$ cat src/rtl/gray_bin_decoder.sv
// Two-stage registered Gray-to-binary decoder with step classification,
// lock tracking and a saturating step-error counter.
module gray_bin_decoder #(
    parameter int Width = 3,
    parameter int ERR_W = 8
) (
    input  logic             CLK,
    input  logic             RST,
    input  logic [Width-1:0] G_IN,
    input  logic             G_VALID,
    input  logic             CLR_ERR,
    output logic [Width-1:0] B_OUT,
    output logic             B_VALID,
    output logic             UP,
    output logic             DN,
    output logic             STEP_ERR,
    output logic             LOCK,
    output logic [ERR_W-1:0] ERR_CNT
);

    typedef enum logic [1:0] {
        EMPTY  = 2'd0,
        LOCKED = 2'd1,
        FAULT  = 2'd2
    } state_t;

    state_t           r_state;
    state_t           w_nextState;
    logic [Width-1:0] r_gReg;
    logic             r_v1;
    logic [Width-1:0] r_prevB;
    logic [Width-1:0] w_bin;
    logic [Width-1:0] w_diff;
    logic             w_isUp;
    logic             w_isDn;
    logic             w_isHold;
    logic             w_classify;
    logic             w_up;
    logic             w_dn;
    logic             w_err;

    // Stage 1: capture the qualified Gray sample
    always_ff @(posedge CLK) begin
        if (RST) begin
            r_gReg <= '0;
            r_v1   <= 1'b0;
        end else begin
            r_v1 <= G_VALID;
            if (G_VALID) begin
                r_gReg <= G_IN;
            end
        end
    end

    // Each binary bit is the XOR of all Gray bits at or above it
    always_comb begin
        w_bin = '0;
        for (int i = 0; i < Width; i++) begin
            w_bin[i] = ^(r_gReg >> i);
        end
    end

    assign w_diff     = w_bin - r_prevB;
    assign w_isUp     = (w_diff == Width'(1));
    assign w_isDn     = (w_diff == {Width{1'b1}});
    assign w_isHold   = (w_diff == '0);
    assign w_classify = r_v1 && (r_state != EMPTY);

    // FSM state register
    always_ff @(posedge CLK) begin
        if (RST) begin
            r_state <= EMPTY;
        end else begin
            r_state <= w_nextState;
        end
    end

    // FSM next state: only decoded samples move it
    always_comb begin
        w_nextState = r_state;
        if (r_v1) begin
            case (r_state)
                EMPTY:   w_nextState = LOCKED;
                LOCKED:  w_nextState = (w_isUp || w_isDn || w_isHold) ? LOCKED : FAULT;
                FAULT:   w_nextState = (w_isUp || w_isDn || w_isHold) ? LOCKED : FAULT;
                default: w_nextState = EMPTY;
            endcase
        end
    end

    // FSM outputs: step flags are only meaningful once a reference exists
    always_comb begin
        w_up  = w_classify && w_isUp;
        w_dn  = w_classify && w_isDn;
        w_err = w_classify && !(w_isUp || w_isDn || w_isHold);
    end

    // Stage 2: registered results, previous value and lock indication
    always_ff @(posedge CLK) begin
        if (RST) begin
            B_OUT    <= '0;
            B_VALID  <= 1'b0;
            UP       <= 1'b0;
            DN       <= 1'b0;
            STEP_ERR <= 1'b0;
            LOCK     <= 1'b0;
            r_prevB  <= '0;
        end else begin
            B_VALID  <= r_v1;
            UP       <= w_up;
            DN       <= w_dn;
            STEP_ERR <= w_err;
            LOCK     <= (w_nextState == LOCKED);
            if (r_v1) begin
                B_OUT   <= w_bin;
                r_prevB <= w_bin;
            end
        end
    end

    // Saturating error counter; a clear beats a coincident error
    always_ff @(posedge CLK) begin
        if (RST || CLR_ERR) begin
            ERR_CNT <= '0;
        end else if (w_err && (ERR_CNT != {ERR_W{1'b1}})) begin
            ERR_CNT <= ERR_CNT + ERR_W'(1);
        end
    end

endmodule

$ cat config.mk
export PLATFORM = sky130hd
export DESIGN_NAME = gray_bin_decoder
export DESIGN_NICKNAME = d
export VERILOG_FILES = /design/src/rtl/gray_bin_decoder.sv
export SDC_FILE = /design/constraint.sdc
export NUM_CORES = 1
export LEC_CHECK = 0
export CORE_MARGIN = 1
export CORE_UTILIZATION = 54
export DETAILED_ROUTE_END_ITERATION = 10
export DONT_BUFFER_PORTS = 1
export HOLD_SLACK_MARGIN = 0.12
export PLACE_DENSITY_LB_ADDON = 0.25
export SYNTH_ARGS = -nofsm -noshare
export SYNTH_HDL_FRONTEND = slang
export SYNTH_SLANG_ARGS = --single-unit
$ cat constraint.sdc
create_clock -name CLK -period 2.4 [get_ports CLK]
set_input_delay 0.36 -clock CLK [delete_from_list [all_inputs] [get_ports CLK]]
set_output_delay 0.36 -clock CLK [all_outputs]
set_load 0.02 [all_outputs]
# Word-level counts from Yosys, hierarchy flattened
# Index checks and enable logic that the tools add are counted.
# totals
regBits	22
latchBits	0
mem_bits_rw	0
rom_bits	0
input_bits	7
wordCells	37
mem_count	0
# op_classes
n_addsub	2
mul	0
n_div	0
magnitude_cmp	0
eq_ne	6
n_shift	0
n_mux	3
bitwise_logic	0
reduce_logical	16
# ops
operator	count
3-bit XOR reduction	3
8-bit by 1-bit adder with 8-bit output, second input constant	1
8-bit != test, second input constant	1
1-bit logical AND	5
2-bit by 1-bit == test with 1-bit output, second input constant	2
2-bit 2-to-1 mux	2
2-bit one-hot mux with 2 select lines	1
3-bit by 1-bit == test with 1-bit output, second input constant	1
3-bit == test, second input constant	1
3-bit zero test	1
1-bit logical OR	3
3-bit subtractor	1
2-bit == test, second input constant	1
2-bit zero test	1
2-bit nonzero test	1
2-bit OR reduction	1
1-bit zero test	1

# Longest topological paths before layout
# Gate-level depths: netlist of run 1.
# logic_depth
depth_word	9
mapped_depth	10
mapped_depth_nobuf	9

# Worst setup path after synthesis of run 1
# No wires, ideal clock.
# synth_path
path_type	reg2reg
start	reg r_gReg[2]
end	reg ERR_CNT[5]
setup_ns	0.072
t_arrival_ns	2.485
required_ns	2.328
slack_ns	-0.156
stages_incl_launch_ff	11
path_buffers	1
period_less_slack_ns	2.556
path_cell_list	dfxtp_1 > xor2_1 > xnor2_1 > ha_1 > inv_1 > fa_1 > xnor3_2 > mux2i_1 > buf_6 > nor4_1 > mux2i_1
# synth_between
elab_chain_len	8
# synth_lines
item	line	source
from (decl)	29	logic [Width-1:0] r_gReg;
from (signal assigned)	45	r_gReg <= '0;
from (signal assigned)	50	r_gReg <= G_IN;
3-bit XOR reduction (*)	59	w_bin[i] = ^(r_gReg >> i);
via w_bin[1]	32	logic [Width-1:0] w_bin;
3-bit subtractor (*)	63	assign w_diff = w_bin - r_prevB;
3-bit by 1-bit == test with 1-bit output or 3-bit == test (tied branches)	64, 65	
1-bit logical OR	95	w_err = w_classify && !(w_isUp || w_isDn || w_isHold);
1-bit logical OR (*)	95	
1-bit zero test (*)	95	
1-bit logical AND (*)	95	
1-bit logical AND (*)	125	end else if (w_err && (ERR_CNT != {ERR_W{1'b1}})) begin
to (signal assigned)	126	ERR_CNT <= ERR_CNT + ERR_W'(1);
to (decl)	18	output logic [ERR_W-1:0] ERR_CNT
# The timed path passes the listed nets; every way through them passes the cells marked *.
# A chain may end at the register's enable or synchronous reset.

# Worst setup path after layout of run 1
# layout_path
start	reg r_gReg[2]
end	reg ERR_CNT[3]
# Same word-level chain as after synthesis.

==> results.tsv, run 1 <==
stage	metric	value	unit
floorplan	FP Rows	15	
floorplan	Core Area	1760	sq um
worst_setup_path	Crit path largest cell delay	0.47	ns
yosys	Post-Syn Nets	122	
worst_setup_path	startpoint types	register	
routing	Iter 0 DRT Violations	17	
worst_setup_path	launch instance of the worst register-to-register path	r_gReg[2]$_SDFFE_PP0P_	
timing	unrepaired setup endpoints after global routing	yes	
floorplan	IO Count	23	
grt	GRT overflow	0	
cts	Worst-Skew Late Latency	0.31	ns
cts	CTS tree	yes	
hold_path	Worst Hold Class	in2reg	
grt	number of global-route vias before repair	739	
worst_setup_path	Worst Setup SP	r_gReg[2]$_SDFFE_PP0P_	
worst_setup_path	Max FO, Critical Path	5	
yosys	Syn Std Cell Area	1040	sq um
worst_setup_path	critical path arrival	2.74	ns
worst_setup_path	crit path capture type	register	
timing	slew at the pin closest to its max-slew limit	0.401	ns
floorplan	Die ar.	2100	sq um
routing	Total Routed Length	2200	microns
timing	Max Clk Rate	403	MHz
yosys	Syn Inst Count	110	
routing	post-route ant nets	0	
timing	hold slack	0.150	ns
grt	global-route usage over all layers	0.227	
floorplan	Die H	45.9	microns
worst_setup_path	Reg2Reg Depth	9	
timing	final hold viol count	0	
timing	Max Clock Skew	0.00768	ns
cts	clock sink count	22	
routing	DR pass1 iterations	4	
worst_setup_path	CP Cell Sequence	xor2_4 > xnor2_2 > ha_2 > inv_2 > fa_2 > xnor3_2 > mux2i_4 > or4_1 > a21oi_1	
cts	Clk pin slew, worst setup/hold paths	0.12	ns
power	leakage	0.000488	uW
floorplan	Initial Utilization	0.589	
yosys	Synth async-reset ratio	0	
status	violated checks	setup timing	
timing	crit share post-route	1.03	
layout	share of post-route cells with drive strength above 1	0.293	
yosys	library cells used by synthesis	38	
layout	Layout area overhead	24.5	%
worst_setup_path	Req. time, crit path	2.66	ns
timing	Setup-failing EPs final	5	
routing	Vias	856	
grt	largest net degree at the start of global routing	13	
yosys	Yosys warning total	0	
routing	Vias/cell	5.78	
floorplan	Die W	45.9	microns
routing	DRC	0	
hold_path	HP Start	RST	
cts	Root Buffer	clkbuf_4	
yosys	Post-synth EDFFs	0	
place	routability cong.	0.849	
timing	Slew Limit Fails	0	
flow_run	Max-Cap Viols	0	
cts	TritonCTS Buffers	3	
cts	CTS max path bufs	2	
routing	DR WL/cell	14.9	microns
worst_setup_path	critical path's slowest cell	or4_1	
grt	initial antenna violation count	0	
yosys	top_reg_cell synth	dfxtp_1	
timing	crit path time final	2.48	ns
grt	first-pass GRT wire length	3270	microns
yosys	register area share after synthesis	0.424	
power	worst vdd rail ir drop	0.000467	V
yosys	synthesized area per cell	9.44	sq um
hold_path	WHS Path Cells	1	
power	Pwr Density	623	nW/um^2
yosys	#FFs+latches synth	22	
layout	Nets	136	
layout	antenna diode count	0	
worst_setup_path	critical path type	reg2reg	
place	Port-buffer cells	0	
timing	fin worst setup slack	-0.0801	ns
place	Post-DP HPWL	1490	microns
timing	Max transition margin	0.733	
status	status	finished, violations left	
cts	CTS H-tree depth	1	
power	Total Power	805	uW
[cell usage in the layout (no fill, tap or decap), drive strengths merged, types with 3 or more instances in the layout]
cell type | synthesis | layout
a21oi | 6 | 6
buf | 3 | 12
clkbuf | 2 | 4
dfxtp | 22 | 22
ha | 4 | 4
inv | 6 | 6
mux2i | 8 | 9
nand2 | 7 | 7
nand3 | 4 | 4
nor2 | 10 | 10
o21ai | 3 | 3
o31ai | 3 | 3
or3 | 3 | 3
or4 | 3 | 3
[cell usage after synthesis, drive strengths merged (2+ instances only)]
library cell | instances | share of area
dfxtp | 22 | 0.42
nor2 | 10 | 0.036
mux2i | 8 | 0.077
nand2 | 7 | 0.025
a21oi | 6 | 0.029
inv | 6 | 0.022
ha | 4 | 0.048
nand3 | 4 | 0.019
buf | 3 | 0.020
o21ai | 3 | 0.014
o31ai | 3 | 0.022
or3 | 3 | 0.018
or4 | 3 | 0.022
clkbuf | 2 | 0.0072
nand2b | 2 | 0.012
nor2b | 2 | 0.012
nor3 | 2 | 0.0096
o22a | 2 | 0.018
[layout make-up]
| cell class | count | area, sq um |
|---|---|---|
| clock buffer | 4 | 36.3 |
| fill | 138 | 472 |
| multi-input combinational | 78 | 641 |
| timing repair buffer | 13 | 116 |
| sequential | 22 | 445 |
| tap | 25 | 31.3 |
| inverter | 6 | 22.5 |
[per-stage QoR]
stage	utilization	cells	setup slack, ns	cell area [sq um]	TNS (ns)
2_1_floorplan	-	110	0.0225	1090	0
3_3_place_gp	0.655	138	-0.106	1150	-0.623
3_5_place_dp	0.655	138	-0.208	1150	-1.49
4_1_cts	0.726	148	-0.0856	1280	-0.279
5_1_grt	0.733	148	-0.174	1290	-0.874
6_report	0.733	148	-0.0801	1290	-0.194
[routing by layer]
| metal | GRT usage | share of wire |
|---|---|---|
| met4 | 0.129 | 0.022 |
| met2 | 0.349 | 0.52 |
| met3 | 0.0476 | 0.035 |
| met1 | 0.291 | 0.42 |
| met5 | 0 | 0 |
[registers in the layout, summed over array words and instances (netlist names)]
name      count
ERR_CNT       8
r_gReg        3
r_prevB       3
r_state       2
B_VALID       1
DN            1
LOCK          1
STEP_ERR      1
UP            1
r_v1          1
[cell families after synthesis]
logic type,Yosys count,synth area share
adder cells (fa/ha/maj),5,0.0675
buffers and inverters,11,0.0494
AO/OA/AOI/OAI,19,0.120
XOR/XNOR,3,0.0398
AND/OR/NAND/NOR,41,0.211
flip-flops,22,0.424
multiplexers,9,0.0880
[report_power, final]
group / internal (uW) / switching [uW]
logic: 113 / 97.0
clock network: 92.8 / 110
registers: 376 / 15.3
[worst paths after layout]
check	endpoint	slack, ns
setup / recovery	ERR_CNT[3]$_SDFFE_PP0P_	-0.08
hold / removal	r_state[0]$_SDFF_PP0_	0.15
setup reg to reg	ERR_CNT[3]$_SDFFE_PP0P_	-0.08
hold reg to reg	r_gReg[1]$_SDFFE_PP0P_	0.56
[critical path, delay by kind of cell (launching register included)]
family	cells	cell delay [ns]
AND/OR/NAND/NOR	1	0.47
AO/OA/AOI/OAI	1	0.14
multiplexers	1	0.24
flip-flops	1	0.38
XOR/XNOR	3	0.64
buffers and inverters	1	0.04
adder cells (fa/ha/maj)	2	0.53
[timing repair]
action | 4_1_cts | 5_1_grt
setup buffers | 4 | 0
pin swaps | 13 | 4
cloned | 1 | 0
resized for setup | 4 | 4
hold buffers | 1 | 0
hold endpoints to repair | 8 | 0
setup endpoints to repair | 11 | 10
Power figures use the tool's default switching activity.
==> run 2, diff against run 1 <==
--- a/config.mk
+++ b/config.mk
@@ -11,6 +11,7 @@
 export DONT_BUFFER_PORTS = 1
 export HOLD_SLACK_MARGIN = 0.12
 export PLACE_DENSITY_LB_ADDON = 0.25
+export RECOVER_POWER = 25
 export SYNTH_ARGS = -nofsm -noshare
 export SYNTH_HDL_FRONTEND = slang
 export SYNTH_SLANG_ARGS = --single-unit
==> constraint.sdc (replaced) <==
create_clock -name CLK -period 2.4 [get_ports CLK]
set_input_delay 0 -clock CLK [delete_from_list [all_inputs] [get_ports CLK]]
set_output_delay 0 -clock CLK [all_outputs]
set_load 0.02 [all_outputs]
==> run 2 against run 1 <==
Net effect: the flow still finishes with violations (setup timing); sequential power about the same; global-route usage up 2.2 points; flip-flop and latch count unchanged; via count up 5.3%; critical path depth unchanged; sequential share of layout area down 1.8 points; die area unchanged.
==> results.tsv, run 2 (same netlist as run 1, synthesis figures left out) <==
stage	metric	value	unit	change
status	status	finished, violations left		
status	violated checks	setup timing		
grt	met1 Use GR	0.319		+0.0288
timing	final hold viol count	0		unchanged
grt	met3 usage	0.0357		-0.0119
grt	initial antenna violation count	0		unchanged
worst_setup_path	critical path type	reg2reg		
power	share of total power in sequential cells	0.479		-0.008
cts	Root Buffer	clkbuf_4		
worst_setup_path	delay-heaviest family, CP	XOR/XNOR gates		
cts	Worst-Skew Late Latency	0.31	ns	about the same
layout	largest register by flop count	ERR_CNT		
floorplan	FP Rows	15		unchanged
timing	Max Clk Rate	401	MHz	-0.43%
cts	Clk pin slew, worst setup/hold paths	0.12	ns	about the same
layout	max reg flops	8		unchanged
routing	DRC	0		unchanged
routing	Total Routed Length	2360	microns	+7.3%
routing	Vias	901		+5.3%
flow_run	Max-Cap Viols	0		unchanged
grt	first-pass GRT wire length	3590	microns	+9.9%
timing	fin worst setup slack	-0.0907	ns	-0.0106 ns
layout	commonest non-fill, non-tap cell in the layout	dfxtp_1		
worst_setup_path	worst path buffer plus inverter count	1		unchanged
layout	antenna diode count	0		unchanged
cts	clock sink count	22		unchanged
floorplan	Core Area	1760	sq um	unchanged
worst_setup_path	Crit path largest cell delay	0.49	ns	+0.02 ns
grt	met2 usage	0.392		+0.0423
worst_setup_path	CP Cell Sequence	xor2_4 > xnor2_2 > ha_2 > inv_2 > fa_2 > xnor3_2 > mux2i_4 > or4_1 > a21oi_1		
timing	slew at the pin closest to its max-slew limit	0.481	ns	+0.0804 ns
floorplan	Die W	45.9	microns	unchanged
routing	Vias/cell	5.81		+0.50%
grt	global-route usage over all layers	0.249		+0.0220
cts	CTS tree	yes		
place	routability cong.	0.849		unchanged
cts	CTS max path bufs	2		unchanged
power	Sw Share	0.278		+0.00172
place	placed insts	138		unchanged
layout	share of post-route cells with drive strength above 1	0.277		-0.0158
power	Internal Power	591	uW	+1.5%
timing	Max Clock Skew	0.00296	ns	-0.00472 ns
worst_setup_path	startpoint types	register		
worst_setup_path	Max FO, Critical Path	5		unchanged
timing	crit path time final	2.49	ns	+0.0106 ns
place	Post-DP HPWL	1490	microns	unchanged
place	Place WS	-0.208	ns	unchanged
grt	largest net degree at the start of global routing	14		+1
power	Logic pwr share	0.271		+0.010
timing	Slew Limit Fails	0		unchanged
power	leakage	0.000517	uW	+6.0%
floorplan	Die H	45.9	microns	unchanged
layout	Layout area overhead	31.2	%	
routing	post-route ant nets	0		unchanged
worst_setup_path	crit path capture type	register		
layout	most frequent cells in the layout	20 x dfxtp_1, 10 x nor2_1, 10 x buf_4		
worst_setup_path	critical path arrival	2.75	ns	about the same
floorplan	Die ar.	2100	sq um	unchanged
timing	crit share post-route	1.04		+0.00443
routing	DR WL/cell	15.2	microns	+2.4%
timing	Setup-failing EPs final	7		+2
timing	Max transition margin	0.678		-0.0543
grt	GRT overflow	0		unchanged
worst_setup_path	critical path's slowest cell	or4_1		
layout	Final Non-Filler Cells	155		+4.7%
power	Pwr Density	601	nW/um^2	-3.5%
floorplan	Initial Utilization	0.589		unchanged
grt	number of global-route vias before repair	805		+8.9%
layout	Nets	143		+5.1%
cts	CTS H-tree depth	1		unchanged
power	worst vdd rail ir drop	0.000444	V	-4.9%
hold_path	Worst Hold Class	in2reg		
worst_setup_path	Req. time, crit path	2.66	ns	about the same
power	Net Switching	228	uW	+2.4%
routing	Iter 0 DRT Violations	26		+9
cts	TritonCTS Buffers	3		unchanged
place	Port-buffer cells	0		unchanged
power	Clk pwr share	0.250		-0.002
layout	Largest regs	ERR_CNT (8), r_gReg (3), r_prevB (3)		
timing	unrepaired setup endpoints after global routing	yes		
grt	GR peak layer	met2		
floorplan	IO Count	23		unchanged
routing	DR pass1 iterations	4		unchanged
run 2: changes by cell type in the layout (fill, tap and decap cells not counted), sizes merged:
| cell | previous run | this run |
|---|---|---|
| dlygate4sd3 | 1 | 8 |
run 2: layout make-up:
| cell class | instances | area [sq um] |
|---|---|---|
| Timing Repair Buffer | 20 | 186 |
| Sequential cell | 22 | 445 |
| Tap cell | 25 | 31.3 |
| Multi-Input combinational cell | 78 | 641 |
| Inverter | 6 | 22.5 |
| Fill cell | 132 | 402 |
| Clock buffer | 4 | 36.3 |
run 2: stage by stage:
stage          setup TNS [ns]  hold slack [ns]  utilization  area [sq um]  power (uW)
6_report               -0.298            0.377        0.772          1360         819
5_1_grt                 -1.12            0.361        0.772          1360         853
4_1_cts                -0.280            0.362        0.765          1350         814
3_5_place_dp            -1.49           0.0703        0.655          1150         532
3_3_place_gp           -0.623           0.0658        0.655          1150         525
2_1_floorplan               0            0.128            -          1090         506
run 2: timing repair:
item | in CTS | in global routing
hold endpoints to repair | 22 | 0
resized for setup | 4 | 4
buffers inserted | 4 | 0
hold buffers | 8 | 0
setup endpoints to repair | 11 | 10
cloned | 1 | 0
pin swaps | 13 | 3
run 2: path summary, 6_finish.rpt:
check | startpoint | to | slack, ns | cells past startpoint
max | r_gReg[2]$_SDFFE_PP0P_ | ERR_CNT[4]$_SDFFE_PP0P_ | -0.09 | 9
min | G_VALID | r_v1$_SDFF_PP0_ | 0.38 | 2
max reg2reg | r_gReg[2]$_SDFFE_PP0P_ | ERR_CNT[4]$_SDFFE_PP0P_ | -0.09 | 9
min reg2reg | ERR_CNT[7]$_SDFFE_PP0P_ | ERR_CNT[7]$_SDFFE_PP0P_ | 0.60 | 2
run 2: worst register-to-register path, delay by kind of cell, from the launching register on:
kind	cells	cell delay, ns
xor gates and xnor gates	3	0.63
adders and majority gates	2	0.52
and+or+nand+nor	1	0.49
DFF	1	0.38
muxes	1	0.24
AOI/OAI and AO/OA	1	0.14
buffers and inverters	1	0.04
run 2: metal layers:
layer | vias to the layer above | wire (microns)
li1 | 432 | -
met3 | 7 | 59
met2 | 22 | 1240
met1 | 440 | 1000
met5 | - | 0
met4 | 0 | 58
run 2: power groups by stage:
stage	sequential (uW)	combinational, uW	clock, uW
after floorplan	399	107	0
after global placement	400	125	0
after detailed placement	400	132	0
after CTS	392	212	210
after global routing	394	236	223
final	392	222	205
